$ cat src/rtl/seq_mon_pkg.sv
// Shared types and helpers for the sequence-hit monitor.
package seq_mon_pkg;

   typedef enum logic {IDLE = 1'b0, COUNT = 1'b1} win_state_t;
   typedef enum logic {RPT_EMPTY = 1'b0, RPT_FULL = 1'b1} rpt_state_t;

   // Increment v by inc, holding at maxv instead of wrapping.
   function automatic logic [31:0] sat_inc(input logic [31:0] v,
                                           input logic        inc,
                                           input logic [31:0] maxv);
      logic [31:0] r;
      r = v;
      if (inc && (v < maxv)) r = v + 32'd1;
      return r;
   endfunction

endpackage

$ cat src/rtl/seq_rpt_slot.sv
// Single-entry valid/ready report register; flags a load that replaces an unaccepted entry.
module seq_rpt_slot
   import seq_mon_pkg::*;
#(
   parameter int unsigned CNT_W = 8
) (
   input  logic             clk,
   input  logic             rstn,
   input  logic             clr,
   input  logic             load,
   input  logic [CNT_W-1:0] load_data,
   input  logic             ready,
   output logic             valid,
   output logic [CNT_W-1:0] count,
   output logic             ovf
);

   rpt_state_t state;

   assign valid = (state == RPT_FULL);
   // Overwrite only when the held entry is not consumed in the same cycle.
   assign ovf   = load && valid && !ready && !clr;

   always_ff @(posedge clk or negedge rstn) begin
      if (!rstn) begin
         state <= RPT_EMPTY;
         count <= '0;
      end else if (clr) begin
         state <= RPT_EMPTY;
         count <= '0;
      end else if (load) begin
         state <= RPT_FULL;
         count <= load_data;
      end else if (valid && ready) begin
         state <= RPT_EMPTY;
      end
   end

endmodule

$ cat src/rtl/seq_hit_monitor.sv
// Counts registered detector hits per window of enabled cycles, reports each window,
// keeps a saturating lifetime total and a sticky threshold alarm.
module seq_hit_monitor
   import seq_mon_pkg::*;
#(
   parameter int unsigned CNT_W  = 8,
   parameter int unsigned WINDOW = 64,
   parameter int unsigned THRESH = 3
) (
   input  logic             clk,
   input  logic             rstn,
   input  logic             en,
   input  logic             hit,
   input  logic             clr,
   output logic             rpt_valid,
   input  logic             rpt_ready,
   output logic [CNT_W-1:0] rpt_count,
   output logic             rpt_ovf,
   output logic             alarm,
   output logic [CNT_W-1:0] total_hits
);

   localparam int unsigned      TW    = $clog2(WINDOW);
   localparam logic [CNT_W-1:0] CMAX  = '1;
   localparam logic [CNT_W-1:0] THR   = CNT_W'(THRESH);
   localparam logic [TW-1:0]    TLAST = TW'(WINDOW - 1);

   win_state_t       state;
   logic [TW-1:0]    timer;
   logic [CNT_W-1:0] win_cnt;
   logic [CNT_W-1:0] win_next;
   logic [CNT_W-1:0] tot_next;
   logic             counting;
   logic             load;
   logic             slot_ovf;

   assign counting = (state == COUNT) && en && !clr;
   assign load     = counting && (timer == TLAST);

   always_comb begin
      win_next = CNT_W'(sat_inc(32'(win_cnt), hit, 32'(CMAX)));
      tot_next = CNT_W'(sat_inc(32'(total_hits), hit, 32'(CMAX)));
   end

   always_ff @(posedge clk or negedge rstn) begin
      if (!rstn) begin
         state      <= IDLE;
         timer      <= '0;
         win_cnt    <= '0;
         total_hits <= '0;
         alarm      <= 1'b0;
         rpt_ovf    <= 1'b0;
      end else if (clr) begin
         state      <= en ? COUNT : IDLE;
         timer      <= '0;
         win_cnt    <= '0;
         total_hits <= '0;
         alarm      <= 1'b0;
         rpt_ovf    <= 1'b0;
      end else begin
         if (slot_ovf) rpt_ovf <= 1'b1;
         if (state == IDLE) begin
            if (en) begin
               state   <= COUNT;
               timer   <= '0;
               win_cnt <= '0;
            end
         end else if (!en) begin
            state   <= IDLE;
            timer   <= '0;
            win_cnt <= '0;
         end else begin
            total_hits <= tot_next;
            if (win_next >= THR) alarm <= 1'b1;
            // The closing hit is folded into the report, then the window restarts.
            if (timer == TLAST) begin
               timer   <= '0;
               win_cnt <= '0;
            end else begin
               timer   <= timer + TW'(1);
               win_cnt <= win_next;
            end
         end
      end
   end

   seq_rpt_slot #(
      .CNT_W (CNT_W)
   ) u_slot (
      .clk       (clk),
      .rstn      (rstn),
      .clr       (clr),
      .load      (load),
      .load_data (win_next),
      .ready     (rpt_ready),
      .valid     (rpt_valid),
      .count     (rpt_count),
      .ovf       (slot_ovf)
   );

endmodule

$ cat config.mk
export PLATFORM = sky130hd
export DESIGN_NAME = seq_hit_monitor
export DESIGN_NICKNAME = d
export VERILOG_FILES = /design/src/rtl/seq_mon_pkg.sv /design/src/rtl/seq_rpt_slot.sv /design/src/rtl/seq_hit_monitor.sv
export SDC_FILE = /design/constraint.sdc
export NUM_CORES = 1
export LEC_CHECK = 0
export ABC_AREA = 0
export BUFFER_PORTS_ARGS = -buffer_cell sky130_fd_sc_hd__buf_2
export CAP_MARGIN = 0
export CELL_PAD_IN_SITES_DETAIL_PLACEMENT = 1
export CELL_PAD_IN_SITES_GLOBAL_PLACEMENT = 1
export CORE_MARGIN = 1.5
export CORE_UTILIZATION = 47
export CTS_CLUSTER_SIZE = 30
export DETAILED_ROUTE_END_ITERATION = 10
export PLACE_DENSITY = 0.81
export SKIP_CTS_REPAIR_TIMING = 1
export SKIP_LAST_GASP = 1
export SYNTH_ARGS = -nofsm -noshare
export SYNTH_HDL_FRONTEND = slang
export SYNTH_HIERARCHICAL = 1
export SYNTH_SLANG_ARGS = --single-unit
$ cat constraint.sdc
create_clock -name clk -period 5.8 [get_ports clk]
set_clock_uncertainty 0.1 [all_clocks]
set_input_delay 1.16 -clock clk [delete_from_list [all_inputs] [get_ports clk]]
set_output_delay 1.16 -clock clk [all_outputs]
set_load 0.05 [all_outputs]
# --- After elaboration in Yosys (flattened, before gate mapping) ---
# Cells that the tools add are included.
totals:
  ff_bits: 34
  out_inout_bits: 19
classes:
  n_reduce_logical: 21
  muxes: 27
  n_lt_le_gt_ge: 3
  n_eq_ne: 1
  addsub: 3
op_table:
  columns: ["op", "n"]
  rows:
  - ["$mux 8", 12]
  - ["$mux 6", 5]
  - ["$add 8x1->8 const B", 2]
  - ["$lt 8x8->1 const B", 2]
  - ["$reduce_bool 2->1", 6]
  - ["$mux 1", 10]
  - ["$logic_and 1x1->1", 9]
  - ["$ge 8x2->1 const B", 1]
  - ["$add 6x1->6 const B", 1]
  - ["$eq 6x6->1 const B", 1]
  - ["$reduce_and 3->1", 2]
  - ["$reduce_bool 3->1", 2]
  - ["$logic_not 1->1", 2]

# --- Logic depth before layout (Yosys ltp) ---
logic_depth:
  ltp_word: 8
  mapped_depth: 10

# --- By module ---
# Netlist, hierarchy kept.
modules_own_cells:
  columns: ["mod", "cells_per_inst", "area_each_um2", "seq_area_each_um2", "instances"]
  rows:
  - ["seq_hit_monitor", 157, 1437.6, 625.6, 1]
  - ["seq_rpt_slot", 31, 376.6, 225.2, 1]

# --- Worst setup path after synthesis ---
# Ideal clock, no wire load.
synth_path:
  kind: "input to register"
  start: "in hit"
  end: "reg win_cnt[7]"
  n_path_buf: 1
  path_slack_ns: 3.365
  arrival_time_ns: 2.214
  setup_time_ns: 0.121
  cell_stages: 5
  required_ns: 5.579
  cell_sequence: "buf_2 > nand4_1 > nor4_1 > mux2_2 > a22o_1"
synth_between:
  elab_chain_len: 6
synth_rtl:
  columns: ["item", "line_no", "rtl"]
  rows:
  - ["start, declared", "seq_hit_monitor.sv:13", "input logic hit,"]
  - ["$logic_and 1x1->1", "seq_mon_pkg.sv:13", "if (inc && (v < maxv)) r = v + 32'd1;"]
  - ["$mux 8", "seq_mon_pkg.sv:13", null]
  - ["named net win_next[7]", "seq_hit_monitor.sv:31", "logic [CNT_W-1:0] win_next;"]
  - ["$mux 8", "seq_hit_monitor.sv:76", "if (timer == TLAST) begin"]
  - ["$mux 8", "seq_hit_monitor.sv:68", "end else if (!en) begin"]
  - ["$mux 8", "seq_hit_monitor.sv:62", "if (state == IDLE) begin"]
  - ["$mux 8", "seq_hit_monitor.sv:53", "end else if (clr) begin"]
  - ["end signal, assigned", "seq_hit_monitor.sv:81", "win_cnt <= win_next;"]
  - ["end, declared", "seq_hit_monitor.sv:30", "logic [CNT_W-1:0] win_cnt;"]
# The timed path passes the listed nets, and every way through them passes these cells.
# A chain may end at the register's enable or synchronous reset.

# --- Final worst setup path ---
layout_path:
  start: "in clr"
  end: "reg rpt_ovf"
layout_between:
  elab_chain_len: 7
  word_cells_on_any_way: 8
layout_rtl:
  columns: ["item", "line_no", "rtl"]
  rows:
  - ["start, declared", "seq_hit_monitor.sv:14", "input logic clr,"]
  - ["$logic_not 1->1", "seq_hit_monitor.sv:37", "assign counting = (state == COUNT) && en && !clr;"]
  - ["$logic_and 1x1->1", "seq_hit_monitor.sv:37", null]
  - ["$logic_and 1x1->1", "seq_hit_monitor.sv:38", "assign load = counting && (timer == TLAST);"]
  - ["named net load", "seq_hit_monitor.sv:34", "logic load;"]
  - ["$logic_and 1x1->1 (3 in a row)", "seq_rpt_slot.sv:22", "assign ovf = load && valid && !ready && !clr;"]
  - ["named net slot_ovf", "seq_hit_monitor.sv:35", "logic slot_ovf;"]
  - ["$reduce_bool 2->1 (no line)", null, null]
  - ["end signal, assigned", "seq_hit_monitor.sv:52", "rpt_ovf <= 1'b0;"]
  - ["end signal, assigned", "seq_hit_monitor.sv:59", "rpt_ovf <= 1'b0;"]
  - ["end signal, assigned", "seq_hit_monitor.sv:61", "if (slot_ovf) rpt_ovf <= 1'b1;"]
  - ["end, declared", "seq_hit_monitor.sv:18", "output logic rpt_ovf,"]
# The timed path passes the listed nets, and every way through them passes these cells.

==> out/metrics.cfg <==
[outcome]
status=completed

[sta]
finalHoldViolCount=0
timing.final.crit_share=0.4847
finalWorstSetupSlack_ns=2.989
fin_setup_tns_ns=0
worst_pin_slew_ns=0.9364
rsz0062_at_grt=false
final_max_slew_viol_count=0
setup_viol=0
fin_crit_ns=2.811
timing.hold.ws_ns=0.4139
max_freq_ghz=0.3557
maxSlewHeadroom=0.3734

[power]
p_total_uw=437.0
p_leak_nw=0.8960
power.density_mw_per_mm2=215.8
vdd_ir_drop_max_uv=130.9

[routing]
vias_per_cell=5.879
drt-total-wl_um=4481
topRoutingLayerUsed=met4
firstDrtPassIters=4
ant_nets=0
wl_per_cell_um=17.44
drt_iter0_drc=69
wl_met1_um=1981
met3_length_um=133
drc=0
vias=1511
dr_wl_met2_um=2307

[logic_synthesis]
ys_warn_count=6
synth_common_cells=34 x dfrtp_1, 19 x nor2_1, 14 x a21oi_1, 14 x o21ai_0, 12 x nand3_1
syn_area_mm2=0.001814
synth_area_leaders=dfrtp_1 47%, mux2i_1 5.0%, nor2_1 3.9%
synth_flop_cell=dfrtp_1
postSynthCellCount=188
ys_types=44
synth.avg_cell_area_um2=9.650
yosys.area.top_type=dfrtp_1
yosysMostFrequentCell=dfrtp_1
synth_seq_area_share=0.4690
synth-seq-cells=34
synth_edf_count=0
synth_async_sr_flop_share=1.000
syn_nets=197
synth_top_area_share=0.4690

[global_routing]
grt_start_max_net_pins=35
track_usage=0.2436
gr-total-overflow=0
grt_first_pass_wirelength_um=7741
grt_pass1_vias=1593
antenna_found_initial=0

[layout]
nFillCells=452
diodes=0
fin_util=0.5492
finalNetCount=219
drive_gt1_frac=0.2057
syn_to_final_growth_pct=11.66

[clocking]
clk_pin_slew_worst_paths_ns=0.07
cts_root_buf=clkbuf_8
cts_tree=done
h-tree-depth=2
cts_buffers=5
ctsLongestPathBuffers=2
cts.sinks=34
clk_latency_ns=0.28

[setup_path]
cp.required_ns=5.91
cpPeakStageDelay_ns=0.78
crit_arrival_ns=2.92
worst_path_most_repeated_cell=nor2_1
crit_type=input pin to flip-flop
critical_path.max_fanout=23
worstPathCellList=buf_2, nand3b_1, nor2_1, inv_2, nor3_2, nor2_1, nor2_1
worst_path_max_delay_cell=nor2_1
cp-start-kind=input pin
endpoint_kind=flip-flop

[placement]
gp_congestion=0.8111
place_hpwl_um=3203
pre_cts_ws_ns=2.696
port_buffers=24

[floorplanning]
initial_core_util=0.4919
core_mm2=0.003689
die_x_um=65.13
die_y_um=65.13
ios=25
rows=22
die_area_mm2=0.004242

[min_path]
hold_class=flip-flop to flip-flop

[job]
maxCapViolations=0

==> power by group <==
part           total, mW  internal, mW  switching, mW
Clock              0.170        0.0914         0.0790
Combinational     0.0254       0.00724         0.0181
Sequential         0.241         0.239        0.00251
Total              0.437         0.337         0.0996
==> worst paths after layout <==
check,start,endpoint,slack [ns],cells after the start
worst min register to register,rpt_ovf,rpt_ovf,0.41,2
worst max-delay path,clr,rpt_ovf,2.99,7
worst max register to register,timer[0],rpt_ovf,3.50,8
worst min-delay path,rpt_ovf,rpt_ovf,0.41,2
max in group asynchronous,rstn,total_hits[0],4.26,1
min in group asynchronous,rstn,total_hits[4],0.85,1
==> registers in the layout (all words and copies together), names as in the netlist <==
| signal | count |
|---|---|
| total_hits | 8 |
| u_slot/count | 8 |
| win_cnt | 8 |
| timer | 6 |
| alarm | 1 |
| rpt_ovf | 1 |
| state | 1 |
| u_slot/valid | 1 |
==> kinds of logic after synthesis <==
| group | Yosys count | share of synthesized area |
|---|---|---|
| buf+inv | 16 | 0.04482 |
| mux | 12 | 0.06828 |
| fa+ha+maj | 3 | 0.02069 |
| simple gates | 68 | 0.1917 |
| flops | 34 | 0.4690 |
| compound gates | 49 | 0.1766 |
| xor+xnor | 6 | 0.02897 |
==> cells in the final DEF, fill, tap and decap left out, types with 2 or more instances in the layout <==
cell type,count
ha_1,3
nand3b_1,2
and4_1,2
or3_1,3
inv_1,5
mux2_2,3
mux2i_1,9
clkbuf_8,6
or3_2,2
xnor2_1,4
a22o_1,5
nand4_1,4
dfrtp_1,34
nor2_1,19
o211ai_1,2
nand2_1,11
o21ai_0,14
and3_1,3
nor3_1,5
o21ba_2,2
a21oi_1,14
xor2_1,2
nand3_1,12
buf_2,24
==> metal layers <==
metal	global-route usage	up-vias
li1	-	726
met1	0.3001	753
met2	0.4162	26
met3	0.05137	6
met4	0.1016	0
met5	0	-
==> stage by stage <==
step	instances	instance area, µm²
6_report	257	2026
5_1_grt	257	2026
4_1_cts	257	2026
3_5_place_dp	251	1943
3_3_place_gp	251	1943
2_1_floorplan	188	1814
==> final cells by class <==
class / count / area (µm²) / area share
inverters: 6 / 22.52 / 0.01112
clock buffers: 6 / 82.58 / 0.04077
multi-input cells: 138 / 882.1 / 0.4355
well taps: 48 / 60.06 / 0.02965
flip-flops and latches: 34 / 850.8 / 0.4200
repair buffers: 25 / 127.6 / 0.06300
==> worst max-delay path, delay by kind of cell <==
kind          cells  cell delay (ns)
buf+inv           2             0.33
simple gates      5             1.43
Power figures use the tool's default switching activity.
